<file path="config.mk">
export PLATFORM = sky130hd
export DESIGN_NAME = wave_sequencer
export DESIGN_NICKNAME = d
export VERILOG_FILES = /design/src/rtl/wave_sequencer.sv
export SDC_FILE = /design/constraint.sdc
export NUM_CORES = 1
export LEC_CHECK = 0
export ABC_AREA = 1
export CORE_ASPECT_RATIO = 1.1
export CORE_MARGIN = 2
export CORE_UTILIZATION = 35
export CTS_BUF_LIST = sky130_fd_sc_hd__clkbuf_4
export CTS_CLUSTER_DIAMETER = 200
export DETAILED_ROUTE_END_ITERATION = 16
export PLACE_DENSITY = 0.61
export SLEW_MARGIN = 20
export SYNTH_ARGS = -nofsm -noshare
export SYNTH_HDL_FRONTEND = slang
export SYNTH_SLANG_ARGS = --single-unit
export TNS_END_PERCENT = 10
</file>
<file path="constraint.sdc">
create_clock -name clk -period 4.95 [get_ports clk]
set_clock_uncertainty 0.05 [all_clocks]
set_input_delay 1.2375 -clock clk [delete_from_list [all_inputs] [get_ports clk]]
set_output_delay 1.2375 -clock clk [all_outputs]
set_load 0.03 [all_outputs]
</file>
<file path="src/rtl/wave_sequencer.sv">
// rtl/wave_sequencer.sv - wave-table address/strobe sequencer with burst control
// Registers DIV/STEP/BURST over a valid/ready port; DIV/STEP writes in RUN are deferred to the next wrap.
module wave_sequencer #(
  parameter int ADDR_W = 11,
  parameter int DIV_W  = 16,
  parameter int CNT_W  = 16
) (
  input  logic              clk,
  input  logic              reset,
  input  logic              cfg_valid,
  output logic              cfg_ready,
  input  logic [1:0]        cfg_addr,
  input  logic [15:0]       cfg_data,
  output logic [ADDR_W-1:0] table_addr,
  output logic              sample_stb,
  output logic              busy,
  output logic              done
);

  typedef enum logic {IDLE, RUN} state_t;

  state_t state, state_n;

  logic [DIV_W-1:0]  div_reg, div_n, div_sh, div_sh_n, cnt, cnt_n;
  logic [ADDR_W-1:0] step_reg, step_n, step_sh, step_sh_n, phase_n;
  logic [CNT_W-1:0]  burst_reg, burst_n, wave_cnt, wave_n, wave_inc;
  logic              div_pend, div_pend_n, step_pend, step_pend_n;
  logic              stb_n, busy_n, done_n, ready_n;
  logic              wr, start, stop;
  logic [DIV_W-1:0]  wr_div;
  logic [ADDR_W:0]   sum;

  assign wr       = cfg_valid && cfg_ready;
  assign stop     = wr && (cfg_addr == 2'd3) && cfg_data[1];
  assign start    = wr && (cfg_addr == 2'd3) && cfg_data[0] && !cfg_data[1];
  assign wr_div   = (DIV_W'(cfg_data) == '0) ? DIV_W'(1) : DIV_W'(cfg_data);
  assign sum      = {1'b0, table_addr} + {1'b0, step_reg};
  assign wave_inc = (wave_cnt == '1) ? wave_cnt : wave_cnt + CNT_W'(1);

  always_ff @(posedge clk) begin
    if (reset) state <= IDLE;
    else       state <= state_n;
  end

  always_comb begin
    state_n     = state;
    div_n       = div_reg;
    step_n      = step_reg;
    burst_n     = burst_reg;
    div_sh_n    = div_sh;
    step_sh_n   = step_sh;
    div_pend_n  = div_pend;
    step_pend_n = step_pend;
    cnt_n       = cnt;
    phase_n     = table_addr;
    wave_n      = wave_cnt;
    stb_n       = 1'b0;
    done_n      = 1'b0;

    if (wr) begin
      case (cfg_addr)
        2'd0: begin
          if (state == RUN) begin
            div_sh_n   = wr_div;
            div_pend_n = 1'b1;
          end else begin
            div_n = wr_div;
          end
        end
        2'd1: begin
          if (state == RUN) begin
            step_sh_n   = ADDR_W'(cfg_data);
            step_pend_n = 1'b1;
          end else begin
            step_n = ADDR_W'(cfg_data);
          end
        end
        2'd2:    burst_n = CNT_W'(cfg_data);
        default: ;
      endcase
    end

    case (state)
      IDLE: begin
        cnt_n   = '0;
        phase_n = '0;
        wave_n  = '0;
        if (start) begin
          state_n = RUN;
          stb_n   = (div_reg == DIV_W'(1));
        end
      end
      RUN: begin
        if (stop) begin
          state_n = IDLE;
          cnt_n   = '0;
          phase_n = '0;
          wave_n  = '0;
        end else if (start) begin
          cnt_n   = '0;
          phase_n = '0;
          wave_n  = '0;
          stb_n   = (div_reg == DIV_W'(1));
        end else begin
          cnt_n = (cnt >= div_reg - DIV_W'(1)) ? '0 : cnt + DIV_W'(1);
          if (sample_stb) begin
            phase_n = sum[ADDR_W-1:0];
            // Deferred DIV/STEP land on the same edge the phase wraps.
            if (sum[ADDR_W]) begin
              wave_n = wave_inc;
              if (div_pend) begin
                div_n      = div_sh;
                div_pend_n = 1'b0;
              end
              if (step_pend) begin
                step_n      = step_sh;
                step_pend_n = 1'b0;
              end
              if ((burst_n != '0) && (wave_inc >= burst_n)) begin
                state_n = IDLE;
                done_n  = 1'b1;
                cnt_n   = '0;
                phase_n = '0;
                wave_n  = '0;
              end
            end
          end
          if (state_n == RUN) stb_n = (cnt_n == div_n - DIV_W'(1));
        end
      end
      default: state_n = IDLE;
    endcase

    busy_n  = (state_n == RUN);
    ready_n = !(div_pend_n || step_pend_n);
  end

  always_ff @(posedge clk) begin
    if (reset) begin
      div_reg    <= DIV_W'(16);
      step_reg   <= ADDR_W'(1);
      burst_reg  <= '0;
      div_sh     <= '0;
      step_sh    <= '0;
      div_pend   <= 1'b0;
      step_pend  <= 1'b0;
      cnt        <= '0;
      table_addr <= '0;
      wave_cnt   <= '0;
      sample_stb <= 1'b0;
      busy       <= 1'b0;
      done       <= 1'b0;
      cfg_ready  <= 1'b1;
    end else begin
      div_reg    <= div_n;
      step_reg   <= step_n;
      burst_reg  <= burst_n;
      div_sh     <= div_sh_n;
      step_sh    <= step_sh_n;
      div_pend   <= div_pend_n;
      step_pend  <= step_pend_n;
      cnt        <= cnt_n;
      table_addr <= phase_n;
      wave_cnt   <= wave_n;
      sample_stb <= stb_n;
      busy       <= busy_n;
      done       <= done_n;
      cfg_ready  <= ready_n;
    end
  end

endmodule

</file>
Word-level counts from Yosys, hierarchy flattened
Cells that the tools add are included.
- reduce and logical (&&, ||, !) cells: 16
- equal/unequal tests: 8
- bitwise gates (word level): 3
- $add $sub $neg: 5
- muxes and demuxes: 81
- order comparisons: 2
- operator list (operator ; number):
    $mux W16 ; 30
    $mux W11 ; 14
    $pmux W16 S2 ; 2
    $add A16 B1 Y16 const B ; 2
    $ge A16 B16 Y1 ; 2
    $mux W1 ; 32
    $sub A16 B1 Y16 const B ; 2
    $pmux W11 S2 ; 1
    $eq A16 B1 Y1 const B ; 1
    $eq A16 B16 Y1 ; 1
    $eq A16 B16 Y1 const B ; 1
    $logic_not A16 Y1 ; 1
    $reduce_bool A16 Y1 ; 1
    $add A11 B11 Y12 ; 1
    $logic_and A1 B1 Y1 ; 6
    $reduce_and A3 Y1 ; 2
    $reduce_or A6 Y1 ; 1
    $eq A2 B2 Y1 const B ; 2
    $ne A4 B1 Y1 const B ; 1
    $ne A4 B2 Y1 const B ; 1
    $pmux W1 S2 ; 2
    $not A1 Y1 ; 3
    $eq A2 B1 Y1 const B ; 1
    $logic_not A1 Y1 ; 2
    other kinds (3) ; 3
- logic and storage cells: 129
- output and inout bits: 15
- input port bits: 21
- flip-flop bits (word level): 119

Logic depth before layout (Yosys ltp)
- word-level depth: 17
- mapped depth: 31
- mapped depth without buffers: 31

Least setup slack after synthesis
No wires, ideal clock.
- path kind: input port to flip-flop
- from: in cfg_valid
- to: reg sample_stb
- cell stages on the path: 21
- data required time: 4.834 ns
- arrival time: 3.641 ns
- path slack: 1.193 ns
- library setup time: 0.066 ns
- cells stage by stage: nand2_2 > nor2_4 > nand2_2 > buf_6 > o21ai_1 > inv_1 > ha_1 > nand2_1 > inv_1 > nand3_1 > nor3_1 > nand3_1 > nand3_1 > nand3_4 > buf_6 > nand2_1 > nand3b_1 > nand3_1 > nor3_2 > nand3_1 > a21oi_2
- longest elaborated chain between the ends: 15
- elaborated cells on any way between the ends: 35
- ends and longest elaborated chain (element ; RTL line ; text):
    from (decl) ; 10 ; input logic cfg_valid,
    $logic_and A1 B1 Y1 (*) ; 33 ; assign wr = cfg_valid && cfg_ready;
    $mux W16 ; 60 ; if (wr) begin
    $ge A16 B16 Y1 or $reduce_bool A16 Y1 (tied branches) ; 119 ; if ((burst_n != '0) && (wave_inc >= burst_n)) begin
    $logic_and A1 B1 Y1 ; 119 ;
    $mux W16 ; 119 ;
    $mux W16 ; 109 ; if (sum[ADDR_W]) begin
    $mux W16 ; 106 ; if (sample_stb) begin
    $mux W16 ; 99 ; end else if (start) begin
    $mux W16 ; 94 ; if (stop) begin
    $mux W16 ; 83 ; case (state)
    $eq A16 B16 Y1 ; 128 ; if (state_n == RUN) stb_n = (cnt_n == div_n - DIV_W'(1));
    $mux W1 ; 128 ;
    $mux W1 ; 99 ;
    $mux W1 ; 94 ;
    $pmux W1 S2 (*) ; 83 ;
    to (signal assigned) ; 165 ; sample_stb <= stb_n;
    to (decl) ; 15 ; output logic sample_stb,
Mark *: on every way between the ends. The rest lies on a longest branch, timed or not. The select of a mux whose other input is x is not followed.
A chain may end at the register's enable or synchronous reset.

Final worst setup path
- from: in cfg_addr[1]
- to: reg sample_stb
- longest elaborated chain between the ends: 16
- elaborated cells on any way between the ends: 39
- ends and longest elaborated chain (element ; RTL line ; text):
    from (decl) ; 12 ; input logic [1:0] cfg_addr,
    $eq A2 B2 Y1 ; 61 ; case (cfg_addr)
    $mux W16 ; 61 ;
    $mux W16 ; 60 ;
    $ge A16 B16 Y1 or $reduce_bool A16 Y1 (tied branches) ; 119 ;
    $logic_and A1 B1 Y1 ; 119 ;
    $mux W16 ; 119 ;
    $mux W16 ; 109 ;
    $mux W16 ; 106 ;
    $mux W16 ; 99 ;
    $mux W16 ; 94 ;
    $mux W16 ; 83 ;
    $eq A16 B16 Y1 ; 128 ;
    $mux W1 ; 128 ;
    $mux W1 ; 99 ;
    $mux W1 ; 94 ;
    $pmux W1 S2 (*) ; 83 ;
Marked as above.

==> run summary <==
LAYOUT
--------------------------------------------------------------------------
Share of cells above drive strength 1                                7.40%
Number of nets in the finished design                                1,315
Core Util, Final                                                     40.0%
Finished layout cell area                                       8840 sq um
Syn-to-layout area delta                                             12.0%
Number of inserted filler cells in the final layout                  2,438

TIMING
--------------------------------------------------------------------------
Worst setup margin                                                0.746 ns
Fmax                                                             0.238 GHz
RSZ-0062 raised after global routing                                    no
Final cycle utilization of the critical path                         84.9%
Transition time at the pin with the least slew margin             0.649 ns
Final period demand of the worst path                              4.20 ns
Normalized max-slew margin                                           56.3%
Final Hold Fails                                                         0
Fin Setup TNS                                                         0 ns
Number of setup violations in the final report                           0
Pins Over Slew Limit                                                     0

CLOCK NETWORK
--------------------------------------------------------------------------
Number of buffers created by CTS                                        17
Clock sink count                                                       119
H-tree depth reported by CTS                                             4
Number of post-CTS setup repair buffers                                  0
Max clock buf depth                                                      2
Hold buffers post-CTS                                                    0
Worst-Skew Late Latency                                            0.56 ns
CTS tree                                                               yes
Clk slew on worst S/H paths                                        0.11 ns
# resized after CTS                                                      0
Buffer type at the clock tree root                                clkbuf_4

DIE
--------------------------------------------------------------------------
Area of the core                                              22,100 sq um
X dimension of the die                                              147 um
Initial core utilization                                             35.7%
Die extent in y                                                     161 um
Die Outline Area                                              23,800 sq um
Std cell rows                                                           57
I/O pins                                                                36

WORST HOLD PATH
--------------------------------------------------------------------------
Worst Hold Endpoint                                             div_sh[11]
Worst hold path cell count                                               2
Hold path startpoint                                            div_sh[11]
Worst min-delay path category                                 flop to flop

DETAILED ROUTING
--------------------------------------------------------------------------
DRT antenna net count                                                    0
Violation count after the first detailed-route iteration               384
Final routed DRC violation total                                         0
Wire per inst                                                      13.9 um
Detailed-route via count                                             7,502
Total wirelength of the detailed-routed design                     21.6 mm
Routed vias/inst                                                      4.83
TritonRoute pass-1 iters                                                 5

PLACED DESIGN
--------------------------------------------------------------------------
Routability congestion estimate from global placement                0.904
Post-Place Cell Area                                            8520 sq um
Worst slack after detailed placement                              0.162 ns
# port buffers                                                          35
Half-perimeter wire length of the detailed placement result        16.8 mm

GLOBAL ROUTE
--------------------------------------------------------------------------
Aggregate global routing overflow                                        0
Wire length of the first global-routing pass                       35.6 mm
Vias in the first global route                                       7,030
Antenna violations before repair                                         1
Aggregate global-route resource usage                                18.8%
Largest net degree at the start of global routing                       52

WORST SETUP PATH
--------------------------------------------------------------------------
Internal reg-to-reg setup slack                                    0.81 ns
Reg-to-Reg End                                                  sample_stb
Critical Path Sink Type                                               flop
CP arrival                                                         4.65 ns
Critical path launch point type                                 input port
Origin of the critical flop-to-flop path                        div_reg[2]
Required time of the worst setup path                              5.39 ns
Number of cells on the worst reg-to-reg path                            27
Worst setup path category                                     input port to flop
Maximum fanout along the worst path                                     22

LOGIC SYNTHESIS
--------------------------------------------------------------------------
Asr flop ratio synth                                                    0%
Post-Synthesis Cell Area                                        7890 sq um
Post-synth cell types                                                   42
Area share of the largest cell type after synthesis                  30.2%
Dominant cell by count in the synthesized netlist                  nand2_1
Avg Synthesized Cell Area                                       6.51 sq um
Post-synth net total                                                 1,281
Sequential element share of the synthesized area                     30.2%
Yosys warning count                                                      0
Top post-synthesis cells by count                             nand2_1, inv_1, nor2_1, dfxtp_1, a21oi_1
Most frequently used flop master after synthesis                   dfxtp_1
Gate Count Post-Synth                                                1,211
Biggest area contributors in the synthesized netlist          dfxtp_1, nand2_1, ha_1, inv_1, nor2_1
Total of flip-flops plus latches after synthesis                       119
Synth area leader                                                  dfxtp_1
Number of enable flip-flop cells after synthesis                         0

POWER
--------------------------------------------------------------------------
Power per unit of standard cell area                           240 nW/um^2
Total leakage power                                                4.27 nW
Total design power                                                 2.12 mW
Worst voltage drop across the vdd grid                          0.000133 V

JOB
--------------------------------------------------------------------------
Max-cap violations                                                       0

RUN STATUS
--------------------------------------------------------------------------
Result of the run                                             finished, final reports clean

## layout make-up
class	instances	area, sq um	share of cell area, %
Tap cell	295	369	4.18
Sequential cell	119	2380	27.0
Timing Repair Buffer	47	435	4.93
Inverter	165	622	7.04
Clock buffer	21	158	1.78
Multi-Input combinational cell	895	4710	53.3
Clock inverter	10	154	1.74
Antenna cell	1	2.50	0.0283
## through the flow
stage                     hold WS, ns  cells
after CTS                       0.415   1552
after detailed placement        0.398   1521
after global routing            0.431   1553
final                           0.414   1553
after floorplan                 0.380   1211
after global placement          0.396   1521
## cells by family (layout without fill, tap and decap cells)
group	count (synthesis)	after routing	synth area share (%)
AOI/OAI and AO/OA	217	217	14.7
xor gates and xnor gates	42	42	4.66
adders and majority gates	49	49	7.87
buffers and inverters	197	243	10.0
DFF	119	119	30.2
other	0	1	0
and+or+nand+nor	587	587	32.5
## cell usage in the layout (no fill, tap or decap), types with 5 or more instances in the layout
cell type,count
nand3_1,76
nand4_1,12
nor2_2,5
inv_1,157
clkdlybuf4s50_1,34
o21ai_1,9
nand3b_1,12
nor3_1,12
nor2_1,138
dfxtp_1,119
ha_1,48
o21ai_0,90
buf_4,12
nand2_1,295
nand2_2,17
xor2_1,37
a21oi_1,91
clkbuf_4,21
xnor2_1,5
## report_power, final
| part | internal, mW | switching [mW] |
|---|---|---|
| registers | 0.974 | 0.0110 |
| logic | 0.110 | 0.222 |
| clock network | 0.416 | 0.390 |
## how the worst max path moves through the flow
stage	cells past startpoint	slack [ns]	startpoint	end
final	25	0.75	cfg_addr[1]	sample_stb
after global routing	25	0.27	div_reg[2]	sample_stb
after CTS	25	0.76	cfg_addr[1]	sample_stb
after detailed placement	25	0.16	cfg_addr[1]	sample_stb
after global placement	25	0.28	cfg_addr[1]	sample_stb
after floorplan	21	1.19	cfg_valid	sample_stb
## routing by layer
metal  GRT usage (%)  vias up  routed length [um]
li1                -     3951                   -
met1            23.7     3354                9750
met2            32.3      169               10300
met3            3.14       28                 994
met4            6.77        0                 531
met5               0        -                   0
## worst max-delay path, stage by stage
cell and delay (ns):
clkdlybuf4s50_1 0.51, inv_2 0.07, nor2_4 0.13, nand2_2 0.26, o21ai_1 0.25, inv_1 0.08, ha_1 0.30, nand2_1 0.05
inv_1 0.06, nand3_1 0.08, nor3_1 0.21, nand3_1 0.10, nand3_1 0.17, nand3_4 0.22, nand2_4 0.18, inv_4 0.06
nand3_1 0.11, inv_1 0.05, nand2_1 0.06, nand2_1 0.05, inv_1 0.04, nand2_1 0.05, nor2_1 0.09, nand3_1 0.09
a21oi_2 0.13
(Power assumes the default switching activity.)
